`config.mk`:
```
export PLATFORM = sky130hd
export DESIGN_NAME = mem_inst_sequencer_flat
export DESIGN_NICKNAME = d
export VERILOG_FILES = /design/src/rtl/mem_inst_sequencer_if.sv /design/src/rtl/mem_inst_sequencer.sv /design/src/flat_wrapper.sv
export SDC_FILE = /design/constraint.sdc
export NUM_CORES = 1
export LEC_CHECK = 0
export CAP_MARGIN = 40
export CORE_MARGIN = 1.5
export CORE_UTILIZATION = 39
export DETAILED_ROUTE_END_ITERATION = 10
export GPL_TIMING_DRIVEN = 0
export PLACE_DENSITY = 0.77
export SLEW_MARGIN = 20
export SYNTH_ARGS = -nofsm -noshare
export SYNTH_HDL_FRONTEND = slang
export SYNTH_SLANG_ARGS = --single-unit
```
`constraint.sdc`:
```
create_clock -name CLK -period 2.3 [get_ports CLK]
set_clock_uncertainty 0.2 [all_clocks]
set_input_delay 0.23 -clock CLK [delete_from_list [all_inputs] [get_ports CLK]]
set_output_delay 0.23 -clock CLK [all_outputs]
set_load 0.1 [all_outputs]
```
`src/rtl/mem_inst_sequencer_if.sv`:
```
// Bus bundle between the instruction sequencer and its ROM, read, shift and wake peers.
interface mem_inst_sequencer_if #(
  parameter int INST_WIDTH = 56,
  parameter int ADDR_WIDTH = 6,
  parameter int NUM_LANES  = 16
);
  logic                   START;
  logic                   STOP;
  logic [ADDR_WIDTH-1:0]  ROM_ADDRESS;
  logic                   ROM_ENABLE;
  logic [INST_WIDTH-1:0]  ROM_DATA;
  logic [3:0]             RD_REQ;
  logic                   RD_READY;
  logic                   SHIFT_VALID;
  logic [3:0]             SHIFT_AMOUNT;
  logic [3*NUM_LANES-1:0] LANE_SEL;
  logic                   SHIFT_READY;
  logic                   WFI_ACTIVE;
  logic                   WAKE;
  logic                   ITER_DONE;
  logic [15:0]            LOOP_COUNT;
  logic                   BUSY;
  logic                   ILLEGAL;

  modport master (
    input  START, STOP, ROM_DATA, RD_READY, SHIFT_READY, WAKE,
    output ROM_ADDRESS, ROM_ENABLE, RD_REQ, SHIFT_VALID, SHIFT_AMOUNT, LANE_SEL,
           WFI_ACTIVE, ITER_DONE, LOOP_COUNT, BUSY, ILLEGAL
  );

  modport slave (
    output START, STOP, ROM_DATA, RD_READY, SHIFT_READY, WAKE,
    input  ROM_ADDRESS, ROM_ENABLE, RD_REQ, SHIFT_VALID, SHIFT_AMOUNT, LANE_SEL,
           WFI_ACTIVE, ITER_DONE, LOOP_COUNT, BUSY, ILLEGAL
  );
endinterface

```
`src/rtl/mem_inst_sequencer.sv`:
```
// Fetch/decode/execute sequencer for memory-interface micro-instructions held in a ROM.
module mem_inst_sequencer #(
  parameter int INST_WIDTH = 56,
  parameter int ADDR_WIDTH = 6,
  parameter int NUM_LANES  = 16
) (
  input  logic                 CLK,
  input  logic                 RESET,
  mem_inst_sequencer_if.master bus
);
  typedef enum logic [2:0] {
    IDLE, FETCH, DECODE, READ, SHIFT, WFI, HALT
  } state_t;

  localparam logic [2:0] OP_READ  = 3'b000;
  localparam logic [2:0] OP_SHIFT = 3'b101;
  localparam logic [2:0] OP_WFI   = 3'b110;
  localparam logic [2:0] OP_LOOP  = 3'b111;

  state_t                 state_q, state_d;
  logic [ADDR_WIDTH-1:0]  pc_q, pc_d;
  logic [3:0]             arg_q, arg_d;
  logic [3*NUM_LANES-1:0] lanes_q, lanes_d;
  logic [15:0]            loop_count_q, loop_count_d;
  logic                   iter_done_q, iter_done_d;
  logic                   illegal_q, illegal_d;
  logic                   stop_q, stop_d;

  logic                   rom_en;
  logic [3:0]             rd_req;
  logic                   shift_valid;
  logic [3:0]             shift_amount;
  logic [3*NUM_LANES-1:0] lane_sel;
  logic                   wfi_active;
  logic [2:0]             opcode;
  logic                   stop_pending;

  assign opcode       = bus.ROM_DATA[6:4];
  assign stop_pending = stop_q | bus.STOP;

  always_ff @(posedge CLK) begin
    if (RESET) begin
      state_q      <= IDLE;
      pc_q         <= '0;
      arg_q        <= '0;
      lanes_q      <= '0;
      loop_count_q <= '0;
      iter_done_q  <= 1'b0;
      illegal_q    <= 1'b0;
      stop_q       <= 1'b0;
    end else begin
      state_q      <= state_d;
      pc_q         <= pc_d;
      arg_q        <= arg_d;
      lanes_q      <= lanes_d;
      loop_count_q <= loop_count_d;
      iter_done_q  <= iter_done_d;
      illegal_q    <= illegal_d;
      stop_q       <= stop_d;
    end
  end

  always_comb begin
    state_d      = state_q;
    pc_d         = pc_q;
    arg_d        = arg_q;
    lanes_d      = lanes_q;
    loop_count_d = loop_count_q;
    iter_done_d  = 1'b0;
    illegal_d    = illegal_q;
    stop_d       = stop_pending;
    rom_en       = 1'b0;
    rd_req       = '0;
    shift_valid  = 1'b0;
    shift_amount = '0;
    lane_sel     = '0;
    wfi_active   = 1'b0;

    case (state_q)
      IDLE: begin
        if (bus.START) begin
          pc_d    = '0;
          state_d = FETCH;
        end
      end
      FETCH: begin
        rom_en  = 1'b1;
        state_d = DECODE;
      end
      DECODE: begin
        // Dispatch straight from ROM_DATA; only the operand fields are kept.
        arg_d   = bus.ROM_DATA[3:0];
        lanes_d = bus.ROM_DATA[8 +: 3*NUM_LANES];
        case (opcode)
          OP_READ: begin
            if (bus.ROM_DATA[3:0] == 4'd0) begin
              pc_d    = pc_q + 1'b1;
              state_d = FETCH;
            end else begin
              state_d = READ;
            end
          end
          OP_SHIFT: state_d = SHIFT;
          OP_WFI:   state_d = WFI;
          OP_LOOP: begin
            pc_d         = '0;
            iter_done_d  = 1'b1;
            loop_count_d = loop_count_q + 16'd1;
            if (stop_pending) begin
              stop_d  = 1'b0;
              state_d = HALT;
            end else begin
              state_d = FETCH;
            end
          end
          default: begin
            illegal_d = 1'b1;
            pc_d      = pc_q + 1'b1;
            state_d   = FETCH;
          end
        endcase
      end
      READ: begin
        rd_req = arg_q;
        if (bus.RD_READY) begin
          pc_d    = pc_q + 1'b1;
          state_d = FETCH;
        end
      end
      SHIFT: begin
        shift_valid  = 1'b1;
        shift_amount = arg_q;
        lane_sel     = lanes_q;
        if (bus.SHIFT_READY) begin
          pc_d    = pc_q + 1'b1;
          state_d = FETCH;
        end
      end
      WFI: begin
        wfi_active = 1'b1;
        if (bus.WAKE) begin
          pc_d    = pc_q + 1'b1;
          state_d = FETCH;
        end
      end
      HALT:    state_d = IDLE;
      default: state_d = IDLE;
    endcase
  end

  assign bus.ROM_ADDRESS  = pc_q;
  assign bus.ROM_ENABLE   = rom_en;
  assign bus.RD_REQ       = rd_req;
  assign bus.SHIFT_VALID  = shift_valid;
  assign bus.SHIFT_AMOUNT = shift_amount;
  assign bus.LANE_SEL     = lane_sel;
  assign bus.WFI_ACTIVE   = wfi_active;
  assign bus.ITER_DONE    = iter_done_q;
  assign bus.LOOP_COUNT   = loop_count_q;
  assign bus.BUSY         = (state_q != IDLE);
  assign bus.ILLEGAL      = illegal_q;
endmodule

```
`src/flat_wrapper.sv`:
```
// flat-port wrapper written by rule: the top's interface ports become plain ports
module mem_inst_sequencer_flat 
#(
  parameter int INST_WIDTH = 56,
  parameter int ADDR_WIDTH = 6,
  parameter int NUM_LANES  = 16
)
  (CLK, RESET, bus_START, bus_STOP, bus_ROM_DATA, bus_RD_READY, bus_SHIFT_READY, bus_WAKE, bus_ROM_ADDRESS, bus_ROM_ENABLE, bus_RD_REQ, bus_SHIFT_VALID, bus_SHIFT_AMOUNT, bus_LANE_SEL, bus_WFI_ACTIVE, bus_ITER_DONE, bus_LOOP_COUNT, bus_BUSY, bus_ILLEGAL);
  mem_inst_sequencer_if #(.INST_WIDTH(INST_WIDTH), .ADDR_WIDTH(ADDR_WIDTH), .NUM_LANES(NUM_LANES)) bus_i ();
  input  logic CLK;
  input  logic RESET;
  input wire logic [$bits(bus_i.START)-1:0] bus_START;
  input wire logic [$bits(bus_i.STOP)-1:0] bus_STOP;
  input wire logic [$bits(bus_i.ROM_DATA)-1:0] bus_ROM_DATA;
  input wire logic [$bits(bus_i.RD_READY)-1:0] bus_RD_READY;
  input wire logic [$bits(bus_i.SHIFT_READY)-1:0] bus_SHIFT_READY;
  input wire logic [$bits(bus_i.WAKE)-1:0] bus_WAKE;
  output wire logic [$bits(bus_i.ROM_ADDRESS)-1:0] bus_ROM_ADDRESS;
  output wire logic [$bits(bus_i.ROM_ENABLE)-1:0] bus_ROM_ENABLE;
  output wire logic [$bits(bus_i.RD_REQ)-1:0] bus_RD_REQ;
  output wire logic [$bits(bus_i.SHIFT_VALID)-1:0] bus_SHIFT_VALID;
  output wire logic [$bits(bus_i.SHIFT_AMOUNT)-1:0] bus_SHIFT_AMOUNT;
  output wire logic [$bits(bus_i.LANE_SEL)-1:0] bus_LANE_SEL;
  output wire logic [$bits(bus_i.WFI_ACTIVE)-1:0] bus_WFI_ACTIVE;
  output wire logic [$bits(bus_i.ITER_DONE)-1:0] bus_ITER_DONE;
  output wire logic [$bits(bus_i.LOOP_COUNT)-1:0] bus_LOOP_COUNT;
  output wire logic [$bits(bus_i.BUSY)-1:0] bus_BUSY;
  output wire logic [$bits(bus_i.ILLEGAL)-1:0] bus_ILLEGAL;
  assign bus_i.START = bus_START;
  assign bus_i.STOP = bus_STOP;
  assign bus_i.ROM_DATA = bus_ROM_DATA;
  assign bus_i.RD_READY = bus_RD_READY;
  assign bus_i.SHIFT_READY = bus_SHIFT_READY;
  assign bus_i.WAKE = bus_WAKE;
  assign bus_ROM_ADDRESS = bus_i.ROM_ADDRESS;
  assign bus_ROM_ENABLE = bus_i.ROM_ENABLE;
  assign bus_RD_REQ = bus_i.RD_REQ;
  assign bus_SHIFT_VALID = bus_i.SHIFT_VALID;
  assign bus_SHIFT_AMOUNT = bus_i.SHIFT_AMOUNT;
  assign bus_LANE_SEL = bus_i.LANE_SEL;
  assign bus_WFI_ACTIVE = bus_i.WFI_ACTIVE;
  assign bus_ITER_DONE = bus_i.ITER_DONE;
  assign bus_LOOP_COUNT = bus_i.LOOP_COUNT;
  assign bus_BUSY = bus_i.BUSY;
  assign bus_ILLEGAL = bus_i.ILLEGAL;
  mem_inst_sequencer #(.INST_WIDTH(INST_WIDTH), .ADDR_WIDTH(ADDR_WIDTH), .NUM_LANES(NUM_LANES)) u_core (.CLK(CLK), .RESET(RESET), .bus(bus_i));
endmodule
```
---- Word-level counts from Yosys, hierarchy flattened ----
Cells that the tools add are included.
operators by class
  multiplexer cells ....................... 24
  shift-type cells ........................ 0
  bitwise gates (word level) .............. 3
  $add $sub $neg .......................... 2
  reduce and logical (&&, ||, !) cells .... 12
  divide/modulo/power cells ............... 0
  eq/ne operators ......................... 14
  $mul .................................... 0
  order comparisons ....................... 0
operators by type and width
  kind                   number
  $mux 48                1
  $mux 6                 5
  $pmux 6 s5             1
  $pmux 3 s6             1
  $pmux 6 s3             1
  $add 16x1->16 const B  1
  $eq 3x3->1 const B     5
  $mux 3                 5
  $pmux 3 s4             1
  $ne 2x2->1 const B     5
  $mux 4                 2
  $reduce_and 7->1       1
  $add 6x1->6 const B    1
  $eq 3x2->1 const B     2
  $logic_not 3->1        2
  $mux 1                 6
  $reduce_bool 5->1      1
  $logic_not 4->1        1
  $reduce_and 2->1       2
  $reduce_and 4->1       1
  $reduce_or 2->1        2
  $reduce_or 4->1        1
  $eq 3x1->1 const B     1
  $ne 3x2->1 const B     1
  other kinds (4)        5
word-level totals
  latch bits .............................. 0
  memory bits (read-only) ................. 0
  memories ................................ 0
  word-level logic and storage cells ...... 63
  register bits after elaboration ......... 80
  bits of input ports ..................... 63
  output and inout bits ................... 84
  bits in writable memories ............... 0

---- Logic depth before layout (Yosys ltp) ----
  word-level depth ........................ 4
  gate-level depth with buffers ........... 8
  depth with buffers taken out ............ 6

---- Least setup slack after synthesis ----
No wires, ideal clock.
  path kind ............................... flip-flop to output port
  from .................................... register u_core.state_q[0]
  to ...................................... output bus_ROM_ENABLE
  cell stages (with the launch flop) ...... 5
  arrival ................................. 2.765 ns
  setup slack ............................. -0.895 ns
  path buffers ............................ 2
  required time ........................... 1.870 ns
  cells stage by stage .................... dfxtp_1 -> buf_2 -> inv_1 -> clkbuf_1 -> nor3_1
between the ends
  longest elaborated chain between the ends .. 2
ends and longest elaborated chain
  element                   line                      source
  start: declaration        mem_inst_sequencer.sv:20  state_t state_q, state_d;
  start signal: assignment  mem_inst_sequencer.sv:52  state_q <= state_d;
  $eq 3x1->1                mem_inst_sequencer.sv:79  case (state_q)
  $mux 1                    mem_inst_sequencer.sv:79
  end: declaration          flat_wrapper.sv:19        output wire logic [$bits(bus_i.ROM_ENABLE)-1:0] bus_ROM_ENABLE;
No other way between the ends.

---- Worst setup path after layout ----
  from .................................... register u_core.state_q[2]
  to ...................................... output bus_LANE_SEL[45]
between the ends
  longest elaborated chain between the ends .. 2
ends and longest elaborated chain
  element           line                      source
  $eq 3x3->1        mem_inst_sequencer.sv:79
  $mux 48           mem_inst_sequencer.sv:79
  end: declaration  flat_wrapper.sv:23        output wire logic [$bits(bus_i.LANE_SEL)-1:0] bus_LANE_SEL;
No other way between the ends.

==> flow_summary.toml <==
[run_status]
outcome = "finished, violations left"
violations = "design-rule violations"

[cts]
hold_buffers = 0
cts_made_buffers = 9
cts_tree = "built"
clk_path_buf_depth = 2
cts-root-buf = "clkbuf_8"
path_clk_slew_ns = 0.08
cts.sinks = 80
clkLatencyLatePin_ns = 0.35
cts.htree.levels = 3

[route]
routed_wl_um = 13900
vias = 4166
drt_pass1_iterations = 8
drt_iter0_drc = 187
wire_per_inst_um = 18.0
ant_nets = 0
drcViolationCount = 10
via_per_inst = 5.40

[global_routing]
grt_max_degree = 14
grt_pass1_vias = 4265
grt_first_pass_wirelength_um = 21700
overflow = 0
track_usage_pct = 28.1
antenna_found_initial = 0

[critical_path]
path_cells = "buf_8 > nor2b_4 > buf_8 > buf_8 > and3_2 > clkdlybuf4s15_2 > buf_12"
endpoint_kind = "output port"
critPathMostFrequentCell = "buf_8"
required_ns = 1.87
arrival_ns = 1.87
worstSetupPathType = "register to output port"
r2r_slack_ns = 0.09
crit_path_max_fanout = 9
crit_end = "bus_LANE_SEL[45]"
critPathLaunchType = "register"
reg2reg_to = "u_core.bus.LOOP_COUNT[14]$_SDFFE_PP0P_"
critPathMaxStageDelay_ns = 0.37
rr_startpoint = "u_core.state_q[2]$_SDFFE_PP0P_"
r2r_cells = 6
cp-startpoint = "u_core.state_q[2]$_SDFFE_PP0P_"
cpMaxStageDelayCell = "dfxtp_4"

[synth]
synthSimpleGateAreaFrac_pct = 32.1
synth_top_family_by_area = "simple AND/OR/NAND/NOR gates"
synthAdderAreaFrac_pct = 0.699
async_reset_ff_share_pct = 0
synth_area_leader_cell = "dfxtp_1"
synth_cell_types = 39
synth_edf_count = 0
synth_top_area_share_pct = 44.7
ys.flop_type = "dfxtp_1"
synth.net_count = 528
yosys-top-cells-area = "dfxtp_1 45%, nand2_1 12%, and3_1 10%"
synth_xor_area_share_pct = 3.43
yosysMostFrequentCell = "nand2_1"
ys_ff_latch = 80
yosysWarnings = 0
synth.cell_area_um2 = 3580
yosys-top-cells-count = "111 x nand2_1, 80 x dfxtp_1, 60 x a21oi_1"
syn_avg_cell_area_um2 = 7.73
synth_compound_area_share_pct = 13.4
syn-instance-count = 463
seq_area_frac_synth_pct = 44.7
muxShareOfSynthArea_pct = 0.280

[die]
start_util_pct = 40.7
die-area_um2 = 9760
die_y_um = 98.8
coreArea_um2 = 8810
rows = 34
die_w_um = 98.8
boundaryPins = 147

[timing]
setup_violations = 0
hold_viol = 0
holdWs_ns = 0.235
slew_headroom_pct = 63.1
drv_slew = 0
final.setup.worst_slack_ns = 0.00459
fin_tns_setup_ns = 0
max_freq_ghz = 0.436
fin_crit_sh_pct = 99.8
worstMarginPinSlew_ns = 0.553
period_needed_ns = 2.30

[place]
numPortBuffers = 144
gp_congestion = 0.824
dp_hpwl_um = 10200
place_ws_ns = -0.651

[finish]
drive_above_1_share_pct = 31.3
fillCellCount = 555
num_antenna_cells = 0
area_growth_pct = 91.4
nNetsFinal = 724

[worst_hold_path]
hold_start = "bus_ROM_DATA[12]"
hold_path.class = "primary input to register"

[power]
combinationalPowerShare_pct = 38.3
leakage_nw = 2.70
p_per_area_nw_per_um2 = 624
p_sw_share_pct = 37.5
power_frac_seq_pct = 38.0
power_w = 0.00428
internal_power_w = 0.00267
switching_power_w = 0.00160
peakVddDrop_mv = 0.424
p_clk_share_pct = 23.7

[flow_run]
cap_viol_max_count = 0
## layout by cell type (no fill, tap or decap), types with 3 or more instances in the layout
cell type and count:
nor3_1 5, buf_4 10, or3_1 6, xor2_1 5
buf_1 3, o21ai_0 10, clkdlybuf4s15_2 6, xnor2_1 8
dfxtp_2 5, nor4_1 3, a31oi_1 3, and3_1 10
nor2_1 18, clkbuf_8 11, nand2_1 111, clkbuf_1 19
nand4_1 5, o211ai_1 3, nor2b_1 3, buf_8 31
nand3_1 6, buf_12 46, clkinv_2 3, inv_1 8
clkdlybuf4s50_1 84, dfxtp_4 6, and3_2 47, a21oi_1 60
clkbuf_4 4, buf_16 13, o41ai_1 3, dfxtp_1 69
## repair_timing
item                                    4_1_cts  5_1_grt
resized for setup                           127       21
endpoints found under the setup margin       73       29
hold endpoints to repair                      0        0
pin swaps                                     1        3
gates cloned                                  0        1
setup buffers                                 3        7
## power by group through the flow
stage | clock (W) | sequential (W) | combinational (W)
after floorplan | 0 | 0.00167 | 0.000829
after global placement | 0 | 0.00163 | 0.00125
after detailed placement | 0 | 0.00164 | 0.00144
after CTS | 0.00102 | 0.00161 | 0.00152
after global routing | 0.00108 | 0.00164 | 0.00176
final | 0.00101 | 0.00162 | 0.00164
## sequential cells by signal, indices dropped and copies added, names as in the netlist
name	count
u_core.bus.ROM_ADDRESS	6
u_core.bus.ITER_DONE	1
u_core.lanes_q	48
u_core.state_q	3
u_core.stop_q	1
u_core.bus.LOOP_COUNT	16
u_core.arg_q	4
u_core.bus.ILLEGAL	1
## how the worst min path moves through the flow
stage | endpoint | slack [ns] | depth (start not counted)
2_1_floorplan | u_core.lanes_q[0]$_SDFFE_PP0P_ | 0.17 | 2
3_3_place_gp | u_core.lanes_q[47]$_SDFFE_PP0P_ | 0.24 | 2
3_5_place_dp | u_core.lanes_q[42]$_SDFFE_PP0P_ | 0.25 | 2
4_1_cts | u_core.lanes_q[26]$_SDFFE_PP0P_ | 0.22 | 3
5_1_grt | u_core.lanes_q[26]$_SDFFE_PP0P_ | 0.25 | 3
6_report | u_core.lanes_q[4]$_SDFFE_PP0P_ | 0.23 | 3
## cells by family (layout without fill, tap and decap cells)
logic type | Yosys count | after routing
compound gates | 87 | 87
xor+xnor | 14 | 14
fa+ha+maj | 2 | 2
buf+inv | 47 | 248
flops | 80 | 80
mux | 1 | 1
simple gates | 232 | 232
## layer usage
metal | vias to the layer above | track usage [%] | part of all wire, %
li1 | 1973 | - | -
met1 | 1996 | 31.5 | 38
met2 | 162 | 53.3 | 54
met3 | 35 | 3.76 | 4.5
met4 | 0 | 11.3 | 3.5
met5 | - | 0 | 0
## through the flow
| stage | instance area [um2] | cells | util (%) |
|---|---|---|---|
| after detailed placement | 6670 | 799 | 75.8 |
| final | 6850 | 772 | 77.8 |
| after global placement | 5250 | 715 | 59.6 |
| after CTS | 6820 | 773 | 77.4 |
| after floorplan | 3670 | 463 | - |
| after global routing | 6850 | 772 | 77.8 |
## worst max-delay path: cells and delay by family, from the launching register on
kind                   cells  cell delay [ns]
buffers and inverters      5             0.79
DFF                        1             0.37
and+or+nand+nor            2             0.35
## cell type report
class	count	area (um2)	area share, %
clock buffer	10	128	1.86
inverter	8	30.0	0.438
timing repair buffer	188	2680	39.2
tap	108	135	1.97
sequential	80	1630	23.8
multi-input combinational	336	1930	28.2
clock inverter	6	60.1	0.877
buffer	36	254	3.71
Note: power is estimated with default switching activity, not from simulation.
